$ cat src/rtl/key_debounce_rpt.sv
// -----------------------------------------------------------------------------
// key_debounce_rpt
//   Multi-channel push-button front end. Each of NUM_KEYS raw key pins goes
//   through a 2-flop synchroniser and is normalised so that 1 means pressed.
//   It then passes a stable-for-DEBOUNCE_CYCLES filter that drives
//   key_state and emits one-cycle press / release pulses. While a key is held,
//   an optional auto-repeat generator emits rpt pulses: the first comes
//   REPEAT_DELAY cycles after the press pulse, and later ones every
//   REPEAT_PERIOD cycles. Channels are fully independent.
//
// Ports
//   clk          in   1         system clock
//   rst_n        in   1         asynchronous active-low reset
//   key_in       in   NUM_KEYS  raw asynchronous key pins
//   key_state    out  NUM_KEYS  debounced level, 1 = pressed
//   press        out  NUM_KEYS  1-cycle pulse on debounced released->pressed
//   key_release  out  NUM_KEYS  1-cycle pulse on debounced pressed->released
//                               ("release" is a reserved word, hence the name)
//   rpt          out  NUM_KEYS  1-cycle auto-repeat pulse while held
// -----------------------------------------------------------------------------
module key_debounce_rpt #(
  parameter int NUM_KEYS        = 4,
  parameter int ACTIVE_LOW      = 1,
  parameter int DEBOUNCE_CYCLES = 1000000,
  parameter int REPEAT_DELAY    = 25000000,
  parameter int REPEAT_PERIOD   = 5000000
) (
  input  logic                clk,
  input  logic                rst_n,
  input  logic [NUM_KEYS-1:0] key_in,
  output logic [NUM_KEYS-1:0] key_state,
  output logic [NUM_KEYS-1:0] press,
  output logic [NUM_KEYS-1:0] key_release,
  output logic [NUM_KEYS-1:0] rpt
);

  localparam int DB_W     = $clog2(DEBOUNCE_CYCLES + 1);
  localparam int HOLD_MAX = (REPEAT_DELAY > REPEAT_PERIOD) ? REPEAT_DELAY : REPEAT_PERIOD;
  localparam int HOLD_W   = $clog2(HOLD_MAX + 1);
  localparam bit RPT_EN   = (REPEAT_DELAY > 0);

  // Synchroniser flops come out of reset at the released pin level so no
  // spurious change is seen after reset.
  localparam logic [NUM_KEYS-1:0] IDLE_PIN = {NUM_KEYS{ACTIVE_LOW != 0}};

  // Terminal counts: the counter value on the cycle whose increment would
  // reach the target.
  localparam logic [DB_W-1:0]   DB_LAST  = DB_W'(DEBOUNCE_CYCLES - 1);
  localparam logic [HOLD_W-1:0] DLY_LAST = HOLD_W'(RPT_EN ? REPEAT_DELAY - 1 : 0);
  localparam logic [HOLD_W-1:0] PER_LAST = HOLD_W'(REPEAT_PERIOD - 1);

  typedef enum logic [1:0] {
    ST_RELEASED = 2'd0,
    ST_WAIT     = 2'd1,
    ST_REPEAT   = 2'd2
  } rpt_state_e;

  logic [NUM_KEYS-1:0]            sync1_q, sync1_d;
  logic [NUM_KEYS-1:0]            sync2_q, sync2_d;
  logic [NUM_KEYS-1:0]            key_pressed;
  logic [NUM_KEYS-1:0][DB_W-1:0]  db_cnt_q, db_cnt_d;
  logic [NUM_KEYS-1:0]            key_state_q, key_state_d;
  logic [NUM_KEYS-1:0]            press_q, press_d;
  logic [NUM_KEYS-1:0]            release_q, release_d;
  logic [NUM_KEYS-1:0]            rpt_q, rpt_d;
  logic [NUM_KEYS-1:0][HOLD_W-1:0] hold_q, hold_d;
  rpt_state_e                     state_q [NUM_KEYS];
  rpt_state_e                     state_d [NUM_KEYS];

  // Synchroniser and debounce filter
  always_comb begin
    sync1_d     = key_in;
    sync2_d     = sync1_q;
    key_pressed = (ACTIVE_LOW != 0) ? ~sync2_q : sync2_q;
    db_cnt_d    = db_cnt_q;
    key_state_d = key_state_q;
    press_d     = '0;
    release_d   = '0;
    for (int i = 0; i < NUM_KEYS; i++) begin
      if (key_pressed[i] != key_state_q[i]) begin
        if (db_cnt_q[i] == DB_LAST) begin
          key_state_d[i] = key_pressed[i];
          db_cnt_d[i]    = '0;
          press_d[i]     = key_pressed[i];
          release_d[i]   = ~key_pressed[i];
        end else begin
          db_cnt_d[i] = db_cnt_q[i] + DB_W'(1);
        end
      end else begin
        // Any sample matching the accepted level restarts the count.
        db_cnt_d[i] = '0;
      end
    end
  end

  // Auto-repeat FSM, driven by the pulses being registered this same cycle
  // so the first rpt lands exactly REPEAT_DELAY cycles after press.
  always_comb begin
    state_d = state_q;
    hold_d  = hold_q;
    rpt_d   = '0;
    for (int i = 0; i < NUM_KEYS; i++) begin
      if (!RPT_EN || release_d[i]) begin
        state_d[i] = ST_RELEASED;
        hold_d[i]  = '0;
      end else begin
        case (state_q[i])
          ST_RELEASED: begin
            if (press_d[i]) begin
              state_d[i] = ST_WAIT;
              hold_d[i]  = '0;
            end
          end
          ST_WAIT: begin
            if (hold_q[i] == DLY_LAST) begin
              rpt_d[i]   = 1'b1;
              hold_d[i]  = '0;
              state_d[i] = ST_REPEAT;
            end else begin
              hold_d[i] = hold_q[i] + HOLD_W'(1);
            end
          end
          ST_REPEAT: begin
            if (hold_q[i] == PER_LAST) begin
              rpt_d[i]  = 1'b1;
              hold_d[i] = '0;
            end else begin
              hold_d[i] = hold_q[i] + HOLD_W'(1);
            end
          end
          default: begin
            state_d[i] = ST_RELEASED;
            hold_d[i]  = '0;
          end
        endcase
      end
    end
  end

  always_ff @(posedge clk or negedge rst_n) begin
    if (!rst_n) begin
      sync1_q     <= IDLE_PIN;
      sync2_q     <= IDLE_PIN;
      db_cnt_q    <= '0;
      key_state_q <= '0;
      press_q     <= '0;
      release_q   <= '0;
      rpt_q       <= '0;
      hold_q      <= '0;
      for (int i = 0; i < NUM_KEYS; i++) begin
        state_q[i] <= ST_RELEASED;
      end
    end else begin
      sync1_q     <= sync1_d;
      sync2_q     <= sync2_d;
      db_cnt_q    <= db_cnt_d;
      key_state_q <= key_state_d;
      press_q     <= press_d;
      release_q   <= release_d;
      rpt_q       <= rpt_d;
      hold_q      <= hold_d;
      for (int i = 0; i < NUM_KEYS; i++) begin
        state_q[i] <= state_d[i];
      end
    end
  end

  assign key_state   = key_state_q;
  assign press       = press_q;
  assign key_release = release_q;
  assign rpt         = rpt_q;

endmodule
$ cat config.mk
export PLATFORM = sky130hd
export DESIGN_NAME = key_debounce_rpt
export DESIGN_NICKNAME = d
export VERILOG_FILES = /design/src/rtl/key_debounce_rpt.sv
export SDC_FILE = /design/constraint.sdc
export NUM_CORES = 1
export LEC_CHECK = 0
export CORE_MARGIN = 2
export CORE_UTILIZATION = 50
export DETAILED_ROUTE_END_ITERATION = 12
export PLACE_DENSITY = 0.69
export SETUP_SLACK_MARGIN = 0.4
export SLEW_MARGIN = 20
export SYNTH_ARGS = -nofsm -noshare
export SYNTH_HDL_FRONTEND = slang
export SYNTH_SLANG_ARGS = --single-unit
$ cat constraint.sdc
create_clock -name clk -period 2.9 [get_ports clk]
set_clock_uncertainty 0.15 [all_clocks]
set_input_delay 0.58 -clock clk [delete_from_list [all_inputs] [get_ports clk]]
set_output_delay 0.58 -clock clk [all_outputs]
set_load 0.05 [all_outputs]
==> metrics <==
CTS tree built; worst skew pair latency 520 ps; HPWL Detailed 15.56 mm; Post-synth top cells dfrtp_1 (204), nand2_1 (141), nand3_1 (134); Seq/Total Area, Yosys 47.39%; RSZ-0062 raised after global routing yes; share of layout cells above drive strength 1 16.68%; clock sink total 212; Pwr Density 449.9 nW/µm²; gr ovfl total 0; crit path DAT 2940 ps; via count 9437; Layout fillers 1856; FF-to-FF Start hold_q[40]; vias per cell 5.924; Initial Util 51.23%; Mean Syn Cell Area 9.277 µm²; Worst Setup Start Kind flop; Remaining DRCs 0; routed len/inst 16.03 µm; ys flop type dfrtp_1; initial antenna violation count 0; reg-to-reg slack, setup 230 ps; post-route ant nets 0; switching part of the total 21.62%; dpl cell area 11940 µm²; Seq pwr share 49.0%; IO Count 22; GRT Total Usage 21.23%; crit path kind flop to flop; total core area 21890 µm²; clk buf depth 3; Final Cell Area 13630 µm²; DIE AREA 23650 µm²; Worst VDD drop 0.0004596 V; Yosys cell types 70; Final #Nets 1324; Post-Synthesis Cells 1209; Max H-tree Level 1; Worst EP required 3160 ps; Net Count, Synth 1239; most common cell in the synthesized netlist dfrtp_1; area grow syn2layout 21.55%; Logic pwr share 2.1%; FP Rows 54; Critical path origin hold_q[40]; Pleak 0.005463 µW; switching power 1326 µW; DR pass1 iterations 5; fin. max-slew vios 0; final setup margin 225.8 ps; Reg2Reg Depth 8; Critical Path Slowest Stage Cell or4_4; Design Power 6134 µW; Yosys top cell area share 45.52%; Fin. Hold Viols 0; yosys warns 0; max-cap violations 0; CTS buffer count 25; kind of end point of the critical path flop; Internal Power 4808 µW; # diodes 0; final wirelength 25.53 mm; critical path capture point hold_q[33]; status complete, no violations; Max Freq 373.9 MHz; ys async rst share 100.0%; Mapped Area 11220 µm²; Setup Viol. Count Final 0; Core Util, Final 62.28%; Final Critical Period 2674 ps; Slew @ Worst Pin 737.3 ps; I/O Buffers 21; CP max stage delay 570 ps; power share of the clock group 49.0%; largest net degree at the start of global routing 77; Chip Width 153.8 µm; gp weighted congestion 0.8149; ranking of synthesized cells by area dfrtp_1 (46%), nand3_1 (6.0%), nand2_1 (4.7%); first-pass GRT wire length 43.28 mm; Post-synth EDFFs 0; vias in the first global route 9183; Max-slew headroom 50.47%; reg-to-reg endpoint hold_q[33]; crit-path max FO 10; Clock Pin Slew Worst Setup and Hold Paths 60 ps; height of the die 153.8 µm; root buffer cell clkbuf_16; cell accounting for the most synthesized area dfrtp_1; cells along the critical path or4bb_1, or4_4, buf_6, o31ai_4, a211o_4, buf_12, nor3_1, o21bai_1; Tightest Hold Check Type flop to flop; setup tns final 0 ps; post-synthesis sequential element count 212; pre-CTS setup slack 67.99 ps; fin crit share 92.22%; Iter 0 DRT Violations 583
## area by class of cell
cell class	count	area [µm²]	area share, %
Clock inverter	5	53.80	0.3946
Multi-Input combinational cell	926	6147	45.09
Sequential cell	212	5318	39.01
Inverter	32	120.1	0.8811
Clock buffer	41	725.7	5.323
Timing Repair Buffer	97	918.4	6.736
Tap cell	280	350.3	2.570
## worst max-delay path, delay by kind of cell, from the launching register on
| kind | cells | cell delay, ps |
|---|---|---|
| AOI/OAI and AO/OA | 3 | 640 |
| DFF | 1 | 380 |
| buffers and inverters | 2 | 290 |
| and+or+nand+nor | 3 | 1100 |
## worst min path at each step
stage                     from          end  slack [ps]  depth (start not counted)
floorplan                rst_n  db_cnt_q[0]         130                          0
global placement    sync1_q[1]   sync2_q[1]         200                          0
detailed placement  sync1_q[0]   sync2_q[0]         200                          0
CTS                 sync1_q[0]   sync2_q[0]         210                          0
global route        sync1_q[0]   sync2_q[0]         210                          0
finish              sync1_q[0]   sync2_q[0]         200                          0
## state kept, by name, summed over array words and instances, names as in the netlist
signal,cells
hold_q,100
sync2_q,4
db_cnt_q,80
rpt,4
state_q,8
key_state,4
key_release,4
sync1_q,4
press,4
## placed cells by master, fill, tap and decap left out, types with 8 or more instances in the layout
cell type | Yosys | final
xor2_1 | 57 | 57
clkbuf_1 | 31 | 12
or3_1 | 22 | 18
or2_2 | 13 | 12
and4_1 | 12 | 10
ha_1 | 24 | 21
o31ai_1 | 16 | 11
inv_1 | 32 | 32
nor2_1 | 129 | 128
o311ai_1 | 9 | 25
nor4_1 | 19 | 13
dfrtp_1 | 204 | 202
and2_1 | 11 | 11
clkdlybuf4s50_1 | 0 | 16
dfstp_2 | 8 | 8
nand2_1 | 141 | 141
xnor2_1 | 33 | 33
nand4_1 | 59 | 59
nor3_1 | 34 | 32
buf_4 | 3 | 57
clkbuf_16 | 0 | 25
and3_1 | 21 | 21
nand3_1 | 134 | 120
a21oi_1 | 22 | 18
o21ai_0 | 26 | 20
buf_6 | 2 | 12
nand3_2 | 1 | 13
## power by group through the flow
stage	logic, µW	registers (µW)	clock network (µW)
after CTS	132	3000	3060
after floorplan	40.9	3050	0
after detailed placement	130	3050	0
final	128	3000	3000
after global placement	129	3050	0
after global routing	153	3000	3210
## stage by stage
step,hold WS (ps),std cells
after floorplan,134.4,1209
after global placement,196.8,1500
after detailed placement,197.3,1500
after CTS,205.2,1575
after global routing,207.9,1593
final,203.4,1593
## cells by family after synthesis
group / count (synthesis) / synth area share (%)
AO/OA/AOI/OAI: 159 / 10.59
XOR/XNOR: 90 / 7.028
adder cells (fa/ha/maj): 24 / 2.677
buffers and inverters: 77 / 2.900
flip-flops: 212 / 47.39
multiplexers: 1 / 0.08925
AND/OR/NAND/NOR: 646 / 29.33
## timing repair
item	CTS	global route
gates cloned	7	1
resized for setup	54	80
endpoints found under the hold margin	71	0
hold buffers	1	0
buffers inserted	21	17
setup endpoints to repair	91	107
pin swaps	42	32
## layer usage
layer,vias to the layer above,wire length [µm],global-route usage [%]
met5,-,0,0
met4,0,544,5.592
met2,185,12120,34.56
met3,40,1001,2.875
met1,4624,11870,30.16
li1,4588,-,-
Note: power is estimated with default switching activity, not from simulation.
==> variant 1, RTL diff (same settings) <==
Remove the register `rpt_q`: a continuous assignment takes its place, so the output `rpt` follows one clock earlier.
--- a/src/rtl/key_debounce_rpt.sv
+++ b/src/rtl/key_debounce_rpt.sv
@@ -145,7 +145,6 @@
       key_state_q <= '0;
       press_q     <= '0;
       release_q   <= '0;
-      rpt_q       <= '0;
       hold_q      <= '0;
       for (int i = 0; i < NUM_KEYS; i++) begin
         state_q[i] <= ST_RELEASED;
@@ -157,7 +156,6 @@
       key_state_q <= key_state_d;
       press_q     <= press_d;
       release_q   <= release_d;
-      rpt_q       <= rpt_d;
       hold_q      <= hold_d;
       for (int i = 0; i < NUM_KEYS; i++) begin
         state_q[i] <= state_d[i];
@@ -165,6 +163,8 @@
     end
   end
 
+  assign rpt_q = rpt_d;
+
   assign key_state   = key_state_q;
   assign press       = press_q;
   assign key_release = release_q;
Formal check against the unedited RTL: same outputs for any inputs over 4 cycles, from zero or initial values and one cycle with rst_n low; that may be too few to reach the edited logic, so the function may still have changed.
==> variant 1 against the original RTL <==
  * The run now ends with setup timing left
  * Sequential cell count is 4 lower
  * Power rose by 1.1%
  * Core utilization is 4.8 points higher
  * Setup slack lost 0.50 ns
  * Register-to-register slack got worse by 0.27 ns
  * Non-clock buffer count grew 36
  * Routed wire length is 4.5% higher
  * Final area increased by 7.0%
  * Area after synthesis is 1.6% lower
  * Sequential share of layout area shrank 3.2 points
  * Via count down 0.47%
  * Critical path type is now flop to output pin
  * Critical endpoint is now rpt[1]
==> variant 1: results <==
{
  "nNonClkInverters": 33,
  "route.met3.wl_um": 1070,
  "synthAdderAreaFrac_pct": 2.72,
  "drtPass1Iterations": 5,
  "use_met1_pct": 30.1,
  "dr.first_iter.drc_count": 572,
  "cts.sinks": 208,
  "cp.arrival_ns": 2.45,
  "multi_input_area_share_pct": 46.2,
  "num-fill-cells": 1626,
  "use_met3_pct": 3.10,
  "synth_seq_area_share_pct": 47.2,
  "p_leak_nw": 5.91,
  "routed_wl_um": 26700,
  "synth_area_leaders": "dfrtp_1 (45%), nor2_1 (5.1%), nand3_1 (4.4%)",
  "clkCellAreaFrac_pct": 5.60,
  "finalNetCount": 1339,
  "grt_start_max_net_pins": 52,
  "p_int_mw": 4.90,
  "failed_checks": "setup timing",
  "async_reset_ff_share_pct": 100,
  "h-tree-depth": 1,
  "status": "finished, violations left",
  "slew_headroom_pct": 48.8,
  "use_met2_pct": 34.0,
  "nMultiInputCombCells": 908,
  "synth.cells.most_frequent": "dfrtp_1 (200), nor2_1 (149), nand2_1 (122), nand3_1 (98)",
  "worst_path_max_delay_cell": "or4b_1",
  "synth.distinct_cells": 71,
  "insertion_delay_ns": 0.51,
  "buffers": 133,
  "synth_mux_area_share_pct": 0.0907,
  "drive_gt1_share_pct": 24.7,
  "fin_ws_ns": -0.279,
  "grt_pass1_vias": 8863,
  "grt_pass1_wl_um": 42500,
  "layout.nonclk_buf_share_pct": 9.16,
  "synth_area_per_cell_um2": 9.31,
  "antenna_found_initial": 0,
  "globalplace.congestion": 0.820,
  "synthXorXnorAreaFrac_pct": 7.93,
  "wire_per_inst_um": 16.6,
  "crit_path_max_fanout": 3,
  "post-dp-hpwl_um": 15100,
  "setup-tns-final_ns": -1.05,
  "viasPerCell": 5.86,
  "met2_length_um": 12900,
  "m1WireLength_um": 12100,
  "hold_slack_ns": 0.205,
  "reg2reg_slack_ns": -0.04,
  "clockBufferCount": 32,
  "dpl_cell_area_um2": 11900,
  "irDropWorstVdd_mv": 0.425,
  "multi_input_area_um2": 6740,
  "seq_area_um2": 5230,
  "cp_slowest_stage_delay_ns": 0.51,
  "synth_compound_area_share_pct": 11.2,
  "finalSetupViolCount": 13,
  "grtUsageTotal_pct": 21.1,
  "dpl.cell_count": 1494
}
==> variant 1: cell count changes in the layout (fill, tap and decap cells not counted), moves of 10 or more <==
cell	before	now
o311ai_1	25	0
xnor2_1	33	49
o21ai_1	4	14
nand3_1	120	92
nor2_4	1	14
buf_4	57	78
nand2_1	141	121
dfrtp_1	202	192
o311ai_4	3	16
nand4_1	59	42
==> variant 1: worst paths after layout <==
kind,startpoint,endpoint,cells past startpoint
worst max register to register,db_cnt_q[32],hold_q[32],10
worst max-delay path,db_cnt_q[32],rpt[1],6
max in group asynchronous,rst_n,sync1_q[1],3
worst min register to register,sync1_q[3],sync2_q[3],0
worst min-delay path,sync1_q[3],sync2_q[3],0
min in group asynchronous,rst_n,hold_q[89],2
==> variant 1: metrics by stage <==
stage | setup slack (ns) | power (mW)
5_1_grt | -0.353 | 6.43
2_1_floorplan | 0.236 | 3.03
3_5_place_dp | 0.0912 | 3.12
6_report | -0.279 | 6.20
4_1_cts | -0.291 | 6.27
3_3_place_gp | 0.108 | 3.12
==> variant 1: power groups by stage <==
stage                     Combinational [mW]  Clock (mW)  Sequential [mW]
final                                  0.130        3.12             2.95
after global routing                   0.152        3.33             2.95
after CTS                              0.131        3.19             2.94
after detailed placement               0.126           0             3.00
after global placement                 0.125           0             3.00
after floorplan                       0.0410           0             2.99
==> variant 1: kinds of logic after synthesis <==
kind of cell,Yosys count
AND/OR/NAND/NOR,605
flip-flops,208
AO/OA/AOI/OAI,176
XOR/XNOR,100
buffers and inverters,71
adder cells (fa/ha/maj),24
multiplexers,1
==> variant 1: timing repair <==
action                                  CTS  global route
endpoints found under the setup margin   99           104
hold endpoints to repair                 34             0
resized for setup                       119           143
hold buffers                              1             0
cloned                                    7             3
pin swaps                                28            56
buffers inserted                         37            20
==> variant 2, RTL diff (same flow settings) <==
Made on the original files. `REPEAT_PERIOD`: 5000000 -> 2500000.
--- a/src/rtl/key_debounce_rpt.sv
+++ b/src/rtl/key_debounce_rpt.sv
@@ -23,7 +23,7 @@
   parameter int ACTIVE_LOW      = 1,
   parameter int DEBOUNCE_CYCLES = 1000000,
   parameter int REPEAT_DELAY    = 25000000,
-  parameter int REPEAT_PERIOD   = 5000000
+  parameter int REPEAT_PERIOD   = 2500000
 ) (
   input  logic                clk,
   input  logic                rst_n,
Behaviour: no difference found for any inputs over 4 cycles, from zero or initial values and one cycle with rst_n low; that may be too few to reach the edited logic, so the function may still have changed.
==> variant 2 against the original RTL <==
  * Setup slack worse by 0.022 ns
  * Non-clock buffer count up 5
  * Global-route usage down 0.076 points
  * Final area up 0.86%
  * Area after synthesis about the same
  * First-iteration DRC count down 5.0%
  * Worst hold slack worse by 0.00095 ns
  * Routed wire length down 1.6%
  * Via count up 0.55%
  * Sequential cell count unchanged
  * Power up 0.48%
  * Largest cell class unchanged
==> variant 2: results <==
{
  "dpl_cell_area_um2": 12100,
  "synth_area_leaders": "dfrtp_1 (45%), nand3_1 (5.5%), nand2_1 (5.1%)",
  "hold_slack_ns": 0.202,
  "worst_pin_slew_ns": 0.575,
  "grt_pass1_vias": 9106,
  "dr.first_iter.drc_count": 554,
  "synth.distinct_cells": 63,
  "p_per_area_nw_per_um2": 448,
  "use_met3_pct": 3.27,
  "routed_wl_um": 25100,
  "multi_input_area_share_pct": 45.3,
  "seq_area_um2": 5320,
  "use_met1_pct": 30.6,
  "switching_share_pct": 20.8,
  "min_from": "sync1_q[3]",
  "fin_cells": 1609,
  "numCtsBuffers": 24,
  "grtUsageTotal_pct": 21.2,
  "p_leak_nw": 5.58,
  "nMultiInputCombCells": 942,
  "finalNetCount": 1341,
  "rr_worst_depth": 6,
  "clkCellAreaFrac_pct": 5.89,
  "min_path_cells": 0,
  "crit_path_max_fanout": 12,
  "buffers": 102,
  "dpl.cell_count": 1526,
  "synth_seq_area_share_pct": 47.4,
  "synthToLayoutAreaGrowth_pct": 22.5,
  "grt_pass1_wl_um": 42800,
  "post-dp-hpwl_um": 15900,
  "num-fill-cells": 1784,
  "viasPerCell": 5.90,
  "hold_path_end": "sync2_q[3]",
  "r2r_end": "hold_q[27]",
  "synth.cells.most_frequent": "dfrtp_1 (204), nand2_1 (153), nand3_1 (124), nor2_1 (124), xor2_1 (53)",
  "clockBufferCount": 38,
  "drive_gt1_share_pct": 17.2,
  "irDropWorstVdd_mv": 0.373,
  "seq_cells": 212,
  "clock_power_mw": 3.04,
  "synth_area_per_cell_um2": 9.20,
  "nNonClkInverters": 29,
  "globalplace.congestion": 0.880,
  "die_x_um": 154,
  "status": "finished clean",
  "use_met2_pct": 33.8,
  "reg2reg_slack_ns": 0.20
}
variant 2: cell types whose count changed after synthesis, moves of 7 or more:
cell and change:
nand4_1 -19, or3_1 +14, a21o_1 +13, o21ai_0 +13, nand2_1 +12, nand3_1 -10, o311ai_1 -9, nor3b_1 +8
and3_1 +7, nor3_1 -7, o311ai_0 +7
variant 2: cell families (layout without fill, tap and decap cells):
kind of cell,after synthesis,after routing,share of synthesized area [%]
AOI/OAI and AO/OA,170,172,10.7
xor gates and xnor gates,81,81,6.32
adders and majority gates,24,24,2.68
buffers and inverters,68,175,2.42
DFF,212,212,47.4
muxes,1,1,0.0892
and+or+nand+nor,664,664,30.4
variant 2: critical path, stage by stage, from the launching register on:
cell and delay, ns:
dfrtp_1 0.37, or4_4 0.53, or4_4 0.50, o31a_1 0.32, o21a_1 0.24, buf_6 0.16, a221o_1 0.29
variant 2: what timing repair did:
action                                 4_1_cts  5_1_grt
setup endpoints to repair                  103      104
resized for setup                           59       67
cloned                                       3        1
buffers inserted                            12       22
hold buffers                                 1        0
endpoints found under the hold margin       68        0
pin swaps                                   34       21
variant 2: routing by layer:
| metal | wire length [µm] | part of all wire [%] |
|---|---|---|
| met5 | 0 | 0 |
| met4 | 441 | 1.8 |
| met3 | 1120 | 4.4 |
| met2 | 11800 | 47 |
| met1 | 11800 | 47 |
variant 2: worst max-delay path by stage:
stage	from	to	slack [ns]	cells past startpoint
2_1_floorplan	hold_q[40]	hold_q[36]	0.26	7
3_3_place_gp	hold_q[48]	hold_q[38]	0.15	7
3_5_place_dp	hold_q[89]	hold_q[83]	0.11	7
4_1_cts	hold_q[40]	hold_q[36]	0.22	7
5_1_grt	hold_q[25]	hold_q[36]	0.12	8
6_report	hold_q[40]	hold_q[27]	0.20	6
